## src/rtl/pseudo_softmax_pkg.sv

```systemverilog
// Shared types and helpers for the pseudo-softmax sequencer: state encoding,
// default sizing and the sum-to-operand saturation.
package pseudo_softmax_pkg;

    localparam int N_ELEM_DEF    = 4;
    localparam int DW_DEF        = 8;
    localparam int RECIP_LAT_DEF = 1;

    localparam int SUMW = DW_DEF + $clog2(N_ELEM_DEF);
    localparam int IDXW = $clog2(N_ELEM_DEF);
    localparam int CNTW = ($clog2(RECIP_LAT_DEF + 1) > 0) ? $clog2(RECIP_LAT_DEF + 1) : 1;

    typedef enum logic [1:0] {
        LOAD  = 2'd0,
        RECIP = 2'd1,
        EMIT  = 2'd2
    } state_e;

    // Clamp x to the largest value representable in dw bits.
    function automatic logic [31:0] sat_dw(input logic [31:0] x, input int unsigned dw);
        logic [31:0] maxv;
        maxv = (32'd1 << dw) - 32'd1;
        return (x > maxv) ? maxv : x;
    endfunction

endpackage

```

## src/rtl/pseudo_softmax_ctrl_if.sv

```systemverilog
// Handshake and reciprocal-unit signals of the pseudo-softmax sequencer.
// slave = the sequencer itself, master = its environment (streamer, sink, reciprocal unit).
interface pseudo_softmax_ctrl_if #(
    parameter int DW = 8
);
    logic          in_valid;
    logic          in_ready;
    logic [DW-1:0] in_data;
    logic [DW-1:0] recip_in;
    logic [DW-1:0] recip_out;
    logic          out_valid;
    logic          out_ready;
    logic [DW-1:0] out_data;
    logic          out_last;
    logic          busy;

    modport slave (
        input  in_valid, in_data, recip_out, out_ready,
        output in_ready, recip_in, out_valid, out_data, out_last, busy
    );

    modport master (
        output in_valid, in_data, recip_out, out_ready,
        input  in_ready, recip_in, out_valid, out_data, out_last, busy
    );

endinterface

```

## src/rtl/pseudo_softmax_ctrl.sv

```systemverilog
// Pseudo-softmax sequencer: buffers an N_ELEM vector while summing it, hands the
// saturated sum to an external reciprocal unit, then streams each element * reciprocal.
module pseudo_softmax_ctrl
    import pseudo_softmax_pkg::*;
#(
    parameter int N_ELEM    = 4,
    parameter int DW        = 8,
    parameter int RECIP_LAT = 1
) (
    input  logic                 clk,
    input  logic                 rst,
    pseudo_softmax_ctrl_if.slave bus
);

    localparam int SUM_W = DW + $clog2(N_ELEM);
    localparam int IDX_W = $clog2(N_ELEM);
    localparam int CNT_W = (RECIP_LAT > 0) ? $clog2(RECIP_LAT + 1) : 1;
    localparam logic [IDX_W-1:0] IDX_LAST = IDX_W'(N_ELEM - 1);
    localparam logic [CNT_W-1:0] CNT_DONE = CNT_W'(RECIP_LAT);

    state_e            state_q, state_d;
    logic [IDX_W-1:0]  idx_q, idx_d;
    logic [SUM_W-1:0]  sum_q, sum_d;
    logic [CNT_W-1:0]  cnt_q, cnt_d;
    logic [DW-1:0]     recip_q, recip_d;
    logic [DW-1:0]     r_q, r_d;
    logic [DW-1:0]     buf_q [N_ELEM];
    logic [DW-1:0]     buf_d [N_ELEM];

    logic              in_ready;
    logic              out_valid;
    logic              out_last;
    logic [SUM_W-1:0]  sum_nxt;
    logic [DW-1:0]     sum_sat;
    logic [2*DW-1:0]   prod;

    // The sum register is wide enough for N_ELEM full-scale elements, so it never wraps.
    assign sum_nxt = sum_q + SUM_W'(bus.in_data);
    assign sum_sat = DW'(sat_dw(32'(sum_nxt), DW));

    always_comb begin
        state_d   = state_q;
        idx_d     = idx_q;
        sum_d     = sum_q;
        cnt_d     = cnt_q;
        recip_d   = recip_q;
        r_d       = r_q;
        buf_d     = buf_q;
        in_ready  = 1'b0;
        out_valid = 1'b0;
        out_last  = 1'b0;

        unique case (state_q)
            LOAD: begin
                in_ready = ~rst;
                if (bus.in_valid && in_ready) begin
                    buf_d[idx_q] = bus.in_data;
                    sum_d        = sum_nxt;
                    if (idx_q == IDX_LAST) begin
                        recip_d = sum_sat;
                        cnt_d   = '0;
                        idx_d   = '0;
                        state_d = RECIP;
                    end else begin
                        idx_d = idx_q + 1'b1;
                    end
                end
            end
            RECIP: begin
                // recip_in stays put; sample the unit once its pipeline has caught up.
                cnt_d = cnt_q + 1'b1;
                if (cnt_q == CNT_DONE) begin
                    r_d     = bus.recip_out;
                    state_d = EMIT;
                end
            end
            EMIT: begin
                out_valid = 1'b1;
                out_last  = (idx_q == IDX_LAST);
                if (bus.out_ready) begin
                    if (out_last) begin
                        sum_d   = '0;
                        idx_d   = '0;
                        state_d = LOAD;
                    end else begin
                        idx_d = idx_q + 1'b1;
                    end
                end
            end
            default: state_d = LOAD;
        endcase
    end

    always_ff @(posedge clk or posedge rst) begin
        if (rst) begin
            state_q <= LOAD;
            idx_q   <= '0;
            sum_q   <= '0;
            cnt_q   <= '0;
            recip_q <= '0;
            r_q     <= '0;
            buf_q   <= '{default: '0};
        end else begin
            state_q <= state_d;
            idx_q   <= idx_d;
            sum_q   <= sum_d;
            cnt_q   <= cnt_d;
            recip_q <= recip_d;
            r_q     <= r_d;
            buf_q   <= buf_d;
        end
    end

    // Q0.DW reciprocal: keep the upper half of the product, truncating the fraction.
    assign prod = (2*DW)'(buf_q[idx_q]) * (2*DW)'(r_q);

    assign bus.in_ready  = in_ready;
    assign bus.recip_in  = recip_q;
    assign bus.out_valid = out_valid;
    assign bus.out_last  = out_last;
    assign bus.out_data  = out_valid ? prod[2*DW-1:DW] : '0;
    assign bus.busy      = (state_q != LOAD);

endmodule

```

## src/flat_wrapper.sv

```systemverilog
// flat-port wrapper written by rule: the top's interface ports become plain ports
module pseudo_softmax_ctrl_flat import pseudo_softmax_pkg::*;
#(
    parameter int N_ELEM    = 4,
    parameter int DW        = 8,
    parameter int RECIP_LAT = 1
)
  (clk, rst, bus_in_valid, bus_in_data, bus_recip_out, bus_out_ready, bus_in_ready, bus_recip_in, bus_out_valid, bus_out_data, bus_out_last, bus_busy);
  pseudo_softmax_ctrl_if #(.DW(DW)) bus_i ();
  input  logic clk;
  input  logic rst;
  input wire logic [$bits(bus_i.in_valid)-1:0] bus_in_valid;
  input wire logic [$bits(bus_i.in_data)-1:0] bus_in_data;
  input wire logic [$bits(bus_i.recip_out)-1:0] bus_recip_out;
  input wire logic [$bits(bus_i.out_ready)-1:0] bus_out_ready;
  output wire logic [$bits(bus_i.in_ready)-1:0] bus_in_ready;
  output wire logic [$bits(bus_i.recip_in)-1:0] bus_recip_in;
  output wire logic [$bits(bus_i.out_valid)-1:0] bus_out_valid;
  output wire logic [$bits(bus_i.out_data)-1:0] bus_out_data;
  output wire logic [$bits(bus_i.out_last)-1:0] bus_out_last;
  output wire logic [$bits(bus_i.busy)-1:0] bus_busy;
  assign bus_i.in_valid = bus_in_valid;
  assign bus_i.in_data = bus_in_data;
  assign bus_i.recip_out = bus_recip_out;
  assign bus_i.out_ready = bus_out_ready;
  assign bus_in_ready = bus_i.in_ready;
  assign bus_recip_in = bus_i.recip_in;
  assign bus_out_valid = bus_i.out_valid;
  assign bus_out_data = bus_i.out_data;
  assign bus_out_last = bus_i.out_last;
  assign bus_busy = bus_i.busy;
  pseudo_softmax_ctrl #(.N_ELEM(N_ELEM), .DW(DW), .RECIP_LAT(RECIP_LAT)) u_core (.clk(clk), .rst(rst), .bus(bus_i));
endmodule
```

## config.mk

```make
export PLATFORM = sky130hd
export DESIGN_NAME = pseudo_softmax_ctrl_flat
export DESIGN_NICKNAME = d
export VERILOG_FILES = /design/src/rtl/pseudo_softmax_pkg.sv /design/src/rtl/pseudo_softmax_ctrl_if.sv /design/src/rtl/pseudo_softmax_ctrl.sv /design/src/flat_wrapper.sv
export SDC_FILE = /design/constraint.sdc
export NUM_CORES = 1
export LEC_CHECK = 0
export ABC_AREA = 1
export CORE_ASPECT_RATIO = 1.5
export CORE_MARGIN = 4
export CORE_UTILIZATION = 65
export DETAILED_ROUTE_END_ITERATION = 7
export DONT_BUFFER_PORTS = 1
export HOLD_SLACK_MARGIN = 0.08
export PLACE_DENSITY = 0.91
export REMOVE_ABC_BUFFERS = 1
export SYNTH_ARGS = -nofsm -noshare
export SYNTH_HDL_FRONTEND = slang
export SYNTH_SLANG_ARGS = --single-unit
```

## constraint.sdc

```tcl
create_clock -name clk -period 16.9 [get_ports clk]
set_clock_uncertainty 0.05 [all_clocks]
set_input_delay 3.38 -clock clk [delete_from_list [all_inputs] [get_ports clk]]
set_output_delay 3.38 -clock clk [all_outputs]
set_load 0.02 [all_outputs]
```

# ---- Word level (Yosys, flattened, before mapping)
# Cells that the tools add are included.
dict set report word_totals {
  reg_bits 63
  input_bits 20
  output_inout_bits 20
  elab_cells 68
}
dict set report op_classes {
  add_sub_neg 3
  n_mul 1
  order_cmp 3
  n_eq_ne 8
  muxes 28
  bitwise 2
  reduce_logical 13
}
# op count
set ops {}
lappend ops {{$mux 8} 5}
lappend ops {{$bwmux 32} 1}
lappend ops {{$mux 10} 3}
lappend ops {{$pmux 10 s2} 1}
lappend ops {{$bmux 8 s2} 1}
lappend ops {{$demux 8 s2} 1}
lappend ops {{$mul 8x8->16} 1}
lappend ops {{$mux 2} 8}
lappend ops {{$add 10x8->10} 1}
lappend ops {{$gt 10x8->1 const B} 1}
lappend ops {{$reduce_and 3->1} 3}
lappend ops {{$ne 2x1->1 const B} 4}
lappend ops {{$pmux 2 s3} 1}
lappend ops {{$reduce_bool 2->1} 3}
lappend ops {{$mux 1} 5}
lappend ops {{$reduce_and 5->1} 1}
lappend ops {{$eq 2x2->1 const B} 2}
lappend ops {{$pmux 2 s2} 1}
lappend ops {{$reduce_and 2->1} 2}
lappend ops {{$reduce_and 4->1} 1}
lappend ops {{$ge 3x3->1 const B} 1}
lappend ops {{$lt 3x1->1 const B} 1}
lappend ops {{$not 2->3} 1}
lappend ops {{$add 2x1->2 const B} 1}
lappend ops {{7 further kinds} 8}

# ---- Longest topological paths before layout
dict set report logic_depth {
  depth_word 6
  mapped_depth 24
  ltp_nobuf 23
}

# ---- Worst setup path after synthesis
# OpenSTA, ideal clock, no wires.
dict set report synth_timing {
  path_kind {flip-flop to output port}
  startpoint {register u_core.idx_q[0]}
  endpoint {output bus_out_data[7]}
  arrival_time_ns 4.753
  required_ns 13.470
  path_slack_ns 8.717
  path_stages_with_launch 23
  n_path_buf 2
  path_cell_list {dfrtp_1 -> buf_6 -> inv_6 -> clkbuf_1 -> nand2_1 -> nand3_1 -> nand2_1 -> nor2_1 -> fa_1 -> fa_1 -> fa_1 -> inv_1 -> fa_1 -> inv_1 -> ha_1 -> a21oi_1 -> o21a_1 -> o21ai_0 -> nor3_1 -> nand2_1 -> nand2_1 -> nand2_1 -> nor2_1}
}
dict set report synth_between {
  elab_chain_cells 6
}
# item line
set synth_rtl {}
lappend synth_rtl {{start: declaration} pseudo_softmax_ctrl.sv:22} ;# logic [IDX_W-1:0] idx_q, idx_d;
lappend synth_rtl {{start signal: assignment} pseudo_softmax_ctrl.sv:105} ;# idx_q <= idx_d;
lappend synth_rtl {{$not 2->3 (not written as such)} pseudo_softmax_ctrl.sv:115} ;# assign prod = (2*DW)'(buf_q[idx_q]) * (2*DW)'(r_q);
lappend synth_rtl {{$bmux 8 s2} pseudo_softmax_ctrl.sv:115}
lappend synth_rtl {{$mux 8 (not written as such) (2 in series)} pseudo_softmax_ctrl.sv:115}
lappend synth_rtl {{$mul 8x8->16} pseudo_softmax_ctrl.sv:115}
lappend synth_rtl {{$mux 8} pseudo_softmax_ctrl.sv:121} ;# assign bus.out_data = out_valid ? prod[2*DW-1:DW] : '0;
lappend synth_rtl {{end: declaration} flat_wrapper.sv:19} ;# output wire logic [$bits(bus_i.out_data)-1:0] bus_out_data;
# Every way passes these cells. The select of a mux whose other input is x is not followed.

# ---- Final worst setup path
# Ends and elaborated chain as after synthesis.

==> impl_metrics.yaml <==
status:
  status: "finished, final reports clean"
logic_synthesis:
  syn-cell-area_sq_um: 5240
  ys_types: 36
  synth_seq_area_share: 0.301
  synth_area_per_cell_sq_um: 7.76
  yosysWarnings: 0
  synth-seq-cells: 63
  syn_inst: 675
  synthArstFlopShare: 1.00
  synth-main-ff-cell: "dfrtp_1"
  synth_edf_count: 0
timing:
  tns_ps: 0
  worst_pin_slew_ps: 777
  hold_violations: 0
  slew_headroom: 0.482
  grt_setup_unrepaired: "no"
  period_share: 0.531
  layout_min_cycle_time_ps: 8980
  max_freq_ghz: 0.111
  final-setup-viol-count: 0
  drv_slew: 0
place:
  place_congestion: 0.926
  port-buffer-count: 0
  place_hpwl_microns: 9960
clock_tree:
  cts.sinks: 63
  cts_htree_levels: 3
  cts_setup_buffers: 0
  clock_path_buffers: 2
  cts_tree: "done"
  insertion_delay_ps: 340
  cts_resized: 0
  path_clk_slew_ps: 60
  numCtsBuffers: 9
  clockRootBuffer: "clkbuf_16"
  postCtsHoldBufs: 0
route:
  viasPerCell: 5.82
  drtIter0Drc: 297
  drc: 0
  dr.pass1.iters: 7
  postRouteAntennaNets: 0
  wire_per_inst_microns: 16.7
  num_vias: 4544
  routed_wl_microns: 13100
global_routing:
  grtUsageTotal: 0.297
  gr-total-overflow: 0
  grt_pass1_vias: 4804
  antenna_found_initial: 0
  grt_pass1_wl_microns: 21900
  grt_max_degree: 65
worst_setup_path:
  cpMaxStageDelayCell: "dfrtp_1"
  cp.required_ps: 13470
  crit_buf_inv: 3
  crit_chain: "inv_6 -> nand2_1 -> nand3_1 -> nand2_1 -> nor2_1 -> fa_1 -> fa_1 -> fa_1 -> inv_1 -> fa_1 -> inv_1 -> ha_1 -> a21oi_1 -> o21a_1 -> o21ai_0 -> nor3_1 -> nand2_1 -> nand2_1 -> nand2_1 -> nor2_1"
  worstSetupStartpointType: "register"
  endpoint_kind: "output pin"
  cp_max_fo: 20
  crit_family: "adder cells"
  arrival_ps: 5550
  worst_path_largest_cell_delay_ps: 750
  criticalPathCategory: "reg -> out"
  crit_path_frequent_cell: "nand2_1"
floorplanning:
  die_area_sq_um: 9590
  io_pins: 40
  rows: 39
  die_h_microns: 118
  start_util: 0.675
  chipWidth_microns: 81.3
  core_area_sq_um: 7760
layout:
  multiInputGateArea_sq_um: 3190
  nNetsFinal: 775
  antenna_cells: 0
  final-seq-area_sq_um: 1580
  drive_gt1_frac: 0.0633
  fillCellCount: 571
  synthToLayoutAreaGrowth_pct: 7.31
flow_run:
  maxCapViolCount: 0
hold_path:
  hold_class: "reg -> reg"
[path summary, 6_finish.rpt]
path                            slack (ps)                         from  cells after the start                            endpoint
worst max-delay path                  7920  u_core.idx_q[0]$_DFFE_PP0P_                     20                     bus_out_data[7]
worst max register to register       14410  u_core.idx_q[0]$_DFFE_PP0P_                      6         u_core.sum_q[7]$_DFFE_PP0P_
worst min register to register         450  u_core.buf_q[9]$_DFFE_PP0P_                      2         u_core.buf_q[9]$_DFFE_PP0P_
min in group asynchronous             3100                          rst                      2  u_core.bus.recip_in[2]$_DFFE_PP0P_
max in group asynchronous            13190                          rst                      2        u_core.buf_q[22]$_DFFE_PP0P_
worst min-delay path                   450  u_core.buf_q[9]$_DFFE_PP0P_                      2         u_core.buf_q[9]$_DFFE_PP0P_
[metrics by stage]
step	util	hold slack (ps)	setup slack, ps	cell area, sq um	cells
after floorplan	-	403	8840	5150	662
after global placement	0.682	419	8580	5290	765
after detailed placement	0.682	427	8350	5290	765
after CTS	0.724	453	7990	5620	781
after global routing	0.724	472	7550	5620	781
final	0.724	454	7920	5620	781
[Yosys cell counts, types with 2 or more instances]
| cell type | n | area, sq um |
|---|---|---|
| o22ai_1 | 2 | 12.5 |
| ha_1 | 45 | 563 |
| nand3_1 | 32 | 160 |
| xor2_2 | 2 | 32.5 |
| xor2_1 | 4 | 35.0 |
| buf_6 | 4 | 45.0 |
| fa_1 | 36 | 721 |
| nand4_1 | 4 | 25.0 |
| nor2_4 | 4 | 45.0 |
| a21oi_1 | 27 | 135 |
| o21ai_0 | 56 | 280 |
| nand2_1 | 161 | 604 |
| nor2_1 | 93 | 349 |
| clkbuf_1 | 7 | 26.3 |
| xnor2_1 | 2 | 17.5 |
| dfrtp_1 | 63 | 1580 |
| nor3_1 | 7 | 35.0 |
| inv_2 | 4 | 15.0 |
| inv_1 | 94 | 353 |
| nand2_2 | 5 | 31.3 |
| or2_2 | 6 | 37.5 |
| o21ai_1 | 2 | 10.0 |
| nand3b_1 | 2 | 15.0 |
[kinds of logic after synthesis]
kind of cell | count (synthesis) | synth area share
xor gates and xnor gates | 8 | 0.0162
DFF | 63 | 0.301
buffers and inverters | 113 | 0.0891
adders and majority gates | 81 | 0.245
and+or+nand+nor | 316 | 0.254
AOI/OAI and AO/OA | 94 | 0.0946
[metal layers]
layer / GRT usage / wire length, microns / vias to the layer above
li1: - / - / 2122
met1: 0.307 / 4500 / 2117
met2: 0.511 / 6850 / 225
met3: 0.0666 / 788 / 80
met4: 0.204 / 921 / 0
met5: 0 / 0 / -
[sequential cells by signal, indices dropped and copies added (netlist names)]
register / flops
u_core.state_q: 2
u_core.sum_q: 10
u_core.bus.recip_in: 8
u_core.buf_q: 32
u_core.r_q: 8
u_core.idx_q: 2
u_core.cnt_q: 1
[placed cells by master, fill, tap and decap left out, types with 6 or more instances in the layout]
master and instances:
dfrtp_1 63, or2_2 6, o21ai_0 56, ha_1 45, clkbuf_16 9, inv_1 93, fa_1 36, nor3_1 7
nor2_1 93, nand3_1 32, nand2_1 161, a21oi_1 27
[final cells by class]
cell class,instances,share of cell area
Multi-Input combinational cell,499,0.568
Inverter,100,0.0681
Clock buffer,10,0.0425
Tap cell,102,0.0227
Sequential cell,63,0.281
Clock inverter,6,0.0165
Timing Repair Buffer,1,0.00134
[worst register-to-register path: cells and delay by family, from the launching register on]
| family | cells | cell delay [ps] |
|---|---|---|
| fa+ha+maj | 1 | 370 |
| buf+inv | 1 | 150 |
| flops | 1 | 750 |
| compound gates | 2 | 360 |
| simple gates | 2 | 690 |
Power is not shown: default switching activity piles up to over one toggle a cycle in this logic, so the estimate is an artifact.
==> patch 1, RTL diff (same flow settings) <==
`DW` is set to 8 in 3 places; all go to 12.
--- a/src/rtl/pseudo_softmax_ctrl_if.sv
+++ b/src/rtl/pseudo_softmax_ctrl_if.sv
@@ -1,7 +1,7 @@
 // Handshake and reciprocal-unit signals of the pseudo-softmax sequencer.
 // slave = the sequencer itself, master = its environment (streamer, sink, reciprocal unit).
 interface pseudo_softmax_ctrl_if #(
-    parameter int DW = 8
+    parameter int DW = 12
 );
     logic          in_valid;
     logic          in_ready;
--- a/src/rtl/pseudo_softmax_ctrl.sv
+++ b/src/rtl/pseudo_softmax_ctrl.sv
@@ -4,7 +4,7 @@
     import pseudo_softmax_pkg::*;
 #(
     parameter int N_ELEM    = 4,
-    parameter int DW        = 8,
+    parameter int DW        = 12,
     parameter int RECIP_LAT = 1
 ) (
     input  logic                 clk,
--- a/src/flat_wrapper.sv
+++ b/src/flat_wrapper.sv
@@ -2,7 +2,7 @@
 module pseudo_softmax_ctrl_flat import pseudo_softmax_pkg::*;
 #(
     parameter int N_ELEM    = 4,
-    parameter int DW        = 8,
+    parameter int DW        = 12,
     parameter int RECIP_LAT = 1
 )
   (clk, rst, bus_in_valid, bus_in_data, bus_recip_out, bus_out_ready, bus_in_ready, bus_recip_in, bus_out_valid, bus_out_data, bus_out_last, bus_busy);
Ports: changed (resized bus_in_data, bus_out_data, bus_recip_in and bus_recip_out); port bits go from 40 to 56. No check against the original RTL was run, so the function may have changed too.
==> patch 1 against the unedited design <==
Setup slack got worse by 1200 ps; synthesized area rose by 73%; first-iteration DRC count rose by 39%; routed wire length rose by 66%; non-clock buffer count rose by 1; via count rose by 66%; final area rose by 68%; sequential cell count rose by 28; hold slack got worse by 16 ps; global-route usage fell by 0.93 points; critical path depth rose by 3.
Power is not shown: default switching activity piles up to over one toggle a cycle in this logic, so the estimate is an artifact.
==> patch 1: results (changes against the unedited design) <==
{| class="wikitable"
! Metric !! Value
|-
| Delay of the slowest critical-path stage || 990 ps (+240 ps)
|-
| Maximum number of pins on one net before global-route repair || 52 (-20%)
|-
| Ranking of synthesized cells by instance count || sky130_fd_sc_hd__nand2_1, sky130_fd_sc_hd__inv_1, sky130_fd_sc_hd__nor2_1
|-
| Status || finished, final reports clean
|-
| Total of cells resized after clock tree synthesis || 0 (unchanged)
|-
| Min-Delay Endpoint || u_core.buf_q[18]
|-
| Fill count || 1,010 (+77%)
|-
| Share of the yosys chip area belonging to registers || 25.2% (-4.9 points)
|-
| Clk Latency, worst-skew pair || 340 ps (about the same)
|-
| Global placer's final weighted congestion || 1.00 (+8.2%)
|-
| Syn. warnings || 0 (unchanged)
|-
| Achievable Freq || 0.0986 GHz (-11%)
|-
| Final Routed Wirelength || 21,700 microns (+66%)
|-
| Highest metal layer used by the detailed router || met4
|-
| Number of nets at the end of the flow || 1,331 (+72%)
|-
| Number of antenna violations at the first check in global routing || 0 (unchanged)
|-
| Flop2flop setup slack || 14,060 ps (-350 ps)
|-
| First-pass GRT wire length || 37,200 microns (+70%)
|-
| Min-Delay Startpoint || u_core.buf_q[18]
|-
| Leading post-synthesis cells by cell area || sky130_fd_sc_hd__dfrtp_1, sky130_fd_sc_hd__fa_1, sky130_fd_sc_hd__nand2_1, sky130_fd_sc_hd__ha_1, sky130_fd_sc_hd__inv_1
|-
| Clock transition time at the flip-flop clock pins of the worst setup and hold paths || 70 ps
|-
| Largest regs || u_core.buf_q x48, u_core.sum_q x14
|-
| Drt first-iter violations || 412 (+39%)
|-
| R2r worst-path depth || 8 (+2)
|-
| Post-DP HPWL || 17,400 microns (+75%)
|-
| Worst reg2reg endpoint || u_core.bus.recip_in[7]
|-
| Number of H-tree branching levels || 3 (unchanged)
|-
| Arrival time at the worst endpoint || 6710 ps (+1160 ps)
|-
| Port Buffers || 0 (unchanged)
|-
| Critical-path top delay cell || sky130_fd_sc_hd__dfrtp_1
|-
| Main flop type after synthesis || sky130_fd_sc_hd__dfrtp_1
|-
| Maximum fanout along the worst path || 28 (+40%)
|-
| Global-route usage over all layers || 28.8% (-0.93 points)
|-
| Share of cells above drive strength 1 || 4.23% (-2.1 points)
|-
| Number of search-and-repair iterations in the first detailed-routing pass || 6 (-1)
|-
| Wire length on met2 || 11,500 microns (+67%)
|-
| Slew of the pin with the lowest slew margin || 1210 ps (+436 ps)
|-
| Clock tree buffer depth || 2 (unchanged)
|-
| Wire length on met3 || 1330 microns (+69%)
|-
| Vias in the first global route || 8,065 (+68%)
|-
| Vias after detailed routing || 7,537 (+66%)
|-
| Synth cell types || 40 (+11%)
|-
| Kind of path behind the tightest hold check || reg -> reg
|-
| CP delay by family, top || adder cells
|-
| Post-synthesis async set-or-reset flop share || 100% (unchanged)
|-
| Root buffer cell || sky130_fd_sc_hd__clkbuf_16
|-
| GRT Residual Overflow || 0 (unchanged)
|-
| Antenna diode instance count || 0 (unchanged)
|-
| Worst slack at placement || 7200 ps (-1150 ps)
|-
| Wire length on met1 || 7250 microns (+61%)
|}
==> patch 1: metrics by stage <==
stage	cell area, sq um	hold WS [ps]	util, %	std cells
global route	9430	449	69.3	1296
CTS	9430	438	69.3	1296
finish	9430	438	69.3	1296
global placement	9140	414	67.2	1280
floorplan	8920	403	-	1116
detailed placement	9140	424	67.2	1280
==> patch 1: how the worst max path moves through the flow <==
stage	cells after the start	end
final	23	bus_out_data[9]
after global routing	23	bus_out_data[9]
after CTS	23	bus_out_data[9]
after detailed placement	23	bus_out_data[9]
after global placement	23	bus_out_data[9]
after floorplan	22	bus_out_data[9]
==> patch 1: per-layer routing <==
metal  global-route usage, %  vias up
li1                        -     3492
met5                       0        -
met1                    29.6     3551
met3                    4.83      119
met4                    20.6        0
met2                    52.1      375
==> patch 1: layout make-up <==
type,count,share of cell area [%]
Sequential cell,91,24.2
Clock inverter,6,0.491
Clock buffer,10,2.54
Tap cell,162,2.15
Timing Repair Buffer,2,0.159
Multi-Input combinational cell,817,62.2
Inverter,208,8.35
==> patch 1: logic make-up (layout without fill, tap and decap cells) <==
family | Yosys count | count (layout) | synth area share (%)
adder cells (fa/ha/maj) | 174 | 174 | 32.4
buffers and inverters | 237 | 226 | 10.0
flip-flops | 91 | 91 | 25.2
AO/OA/AOI/OAI | 156 | 156 | 9.44
multiplexers | 1 | 1 | 0.125
AND/OR/NAND/NOR | 471 | 471 | 21.3
XOR/XNOR | 15 | 15 | 1.54
==> patch 2, RTL diff (same flow settings) <==
Without the edit above. Encoding of `state_e`: now one-hot (3 bits for 3 states).
--- a/src/rtl/pseudo_softmax_pkg.sv
+++ b/src/rtl/pseudo_softmax_pkg.sv
@@ -10,10 +10,10 @@
     localparam int IDXW = $clog2(N_ELEM_DEF);
     localparam int CNTW = ($clog2(RECIP_LAT_DEF + 1) > 0) ? $clog2(RECIP_LAT_DEF + 1) : 1;
 
-    typedef enum logic [1:0] {
-        LOAD  = 2'd0,
-        RECIP = 2'd1,
-        EMIT  = 2'd2
+    typedef enum logic [2:0] {
+        LOAD  = 3'b001,
+        RECIP = 3'b010,
+        EMIT  = 3'b100
     } state_e;
 
     // Clamp x to the largest value representable in dw bits.
Check against the original RTL: no difference found for any inputs over 4 cycles, from zero or initial values and one cycle with rst high; so few cycles prove little.
==> patch 2 against the unedited design <==
Sequential cell count grew 1; die area rose by 0.92%; synthesized area up 1.0%; routed wire length rose by 1.0%; setup slack lost 180 ps; final area up 0.11%.
Power is left out: the tool's default activity adds up to more than one toggle a clock period on the data nets, which glitch-free logic cannot reach.
==> patch 2: results (changes against the unedited design) <==
{| class="wikitable"
! Metric !! Value
|-
| Share of the yosys chip area belonging to registers || 30.3% (+0.20 points)
|-
| Adder and majority cell fraction of the synthesized area || 24.3% (-0.24 points)
|-
| Number of nets at the end of the flow || 773 (-0.26%)
|-
| Arrival time at the worst endpoint || 5740 ps (+190 ps)
|-
| Leading post-synthesis cells by cell area || sky130_fd_sc_hd__dfrtp_1, sky130_fd_sc_hd__fa_1, sky130_fd_sc_hd__nand2_1, sky130_fd_sc_hd__ha_1, sky130_fd_sc_hd__inv_1
|-
| Number of search-and-repair iterations in the first detailed-routing pass || 7 (unchanged)
|-
| Drt first-iter violations || 308 (+3.7%)
|-
| Post-DP HPWL || 10,000 microns (+0.83%)
|-
| Final Routed Wirelength || 13,200 microns (+1.0%)
|-
| Global-route usage over all layers || 29.7% (about the same)
|-
| Status || finished, final reports clean
|-
| Synth cell types || 39 (+8.3%)
|-
| Vias after detailed routing || 4,612 (+1.5%)
|-
| Flop2flop setup slack || 14,490 ps (+80 ps)
|-
| Share of the synthesized netlist area taken by xor and xnor gates || 1.61% (-0.016 points)
|-
| Global placer's final weighted congestion || 0.928 (+0.23%)
|-
| Maximum fanout along the worst path || 24 (+20%)
|-
| Share of cells above drive strength 1 || 6.06% (-0.28 points)
|-
| Slew of the pin with the lowest slew margin || 805 ps (+28.1 ps)
|-
| Vias in the first global route || 4,794 (-0.21%)
|-
| First-pass GRT wire length || 22,100 microns (+1.0%)
|-
| Maximum number of pins on one net before global-route repair || 66 (+1.5%)
|-
| Post-synthesis compound-gate area fraction || 10.3% (+0.88 points)
|-
| Ranking of synthesized cells by instance count || sky130_fd_sc_hd__nand2_1, sky130_fd_sc_hd__inv_1, sky130_fd_sc_hd__nor2_1
|-
| Total of cells resized after clock tree synthesis || 0 (unchanged)
|-
| Fill count || 588 (+3.0%)
|}
[patch 2: layer usage]
metal	share of wire, %	GRT usage (%)	up-vias
li1	-	-	2120
met1	36	32.7	2208
met2	53	51.9	201
met3	4.3	4.42	83
met4	6.8	17.9	0
met5	0	0	-
[patch 2: cells by family after synthesis]
group                    count (synthesis)
buffers and inverters                  120
flip-flops                              64
AO/OA/AOI/OAI                           98
adder cells (fa/ha/maj)                 81
XOR/XNOR                                 8
AND/OR/NAND/NOR                        301
[patch 2: layout make-up]
cell class	count	share of cell area, %
well taps	105	2.34
clock inverters	5	0.556
inverters	108	7.38
repair buffers	1	0.133
multi-input cells	488	56.6
flip-flops and latches	64	28.5
clock buffers	11	4.49
[patch 2: critical path, cell delays in order (launching register included)]
cell,delay [ps]
sky130_fd_sc_hd__dfrtp_1,610
sky130_fd_sc_hd__inv_1,430
sky130_fd_sc_hd__o211ai_1,320
sky130_fd_sc_hd__nand2_1,210
sky130_fd_sc_hd__nor2_1,190
sky130_fd_sc_hd__fa_1,460
sky130_fd_sc_hd__fa_1,530
sky130_fd_sc_hd__fa_1,550
sky130_fd_sc_hd__inv_1,60
sky130_fd_sc_hd__fa_1,530
sky130_fd_sc_hd__inv_1,40
sky130_fd_sc_hd__ha_1,340
sky130_fd_sc_hd__a21oi_1,250
sky130_fd_sc_hd__o21a_1,170
sky130_fd_sc_hd__o21ai_0,90
sky130_fd_sc_hd__nor3_1,200
sky130_fd_sc_hd__a21oi_1,100
sky130_fd_sc_hd__nor2_1,330
[patch 2: path summary, 6_finish.rpt]
kind | startpoint | to | cells past startpoint
min in group asynchronous | rst | u_core.r_q[7] | 2
worst min register to register | u_core.buf_q[22] | u_core.buf_q[22] | 2
worst min-delay path | u_core.buf_q[22] | u_core.buf_q[22] | 2
worst max-delay path | u_core.idx_q[0] | bus_out_data[7] | 17
max in group asynchronous | rst | u_core.buf_q[19] | 2
worst max register to register | u_core.state_q[0] | u_core.bus.recip_in[2] | 11
[patch 2: stage by stage]
stage	hold WS, ps	cells	instance area (sq um)	setup slack (ps)	utilization, %
after detailed placement	429	766	5340	8160	67.1
after floorplan	403	660	5200	8630	-
after CTS	439	782	5630	7790	70.7
final	441	782	5630	7740	70.7
after global routing	466	782	5630	7370	70.7
after global placement	419	766	5340	8340	67.1
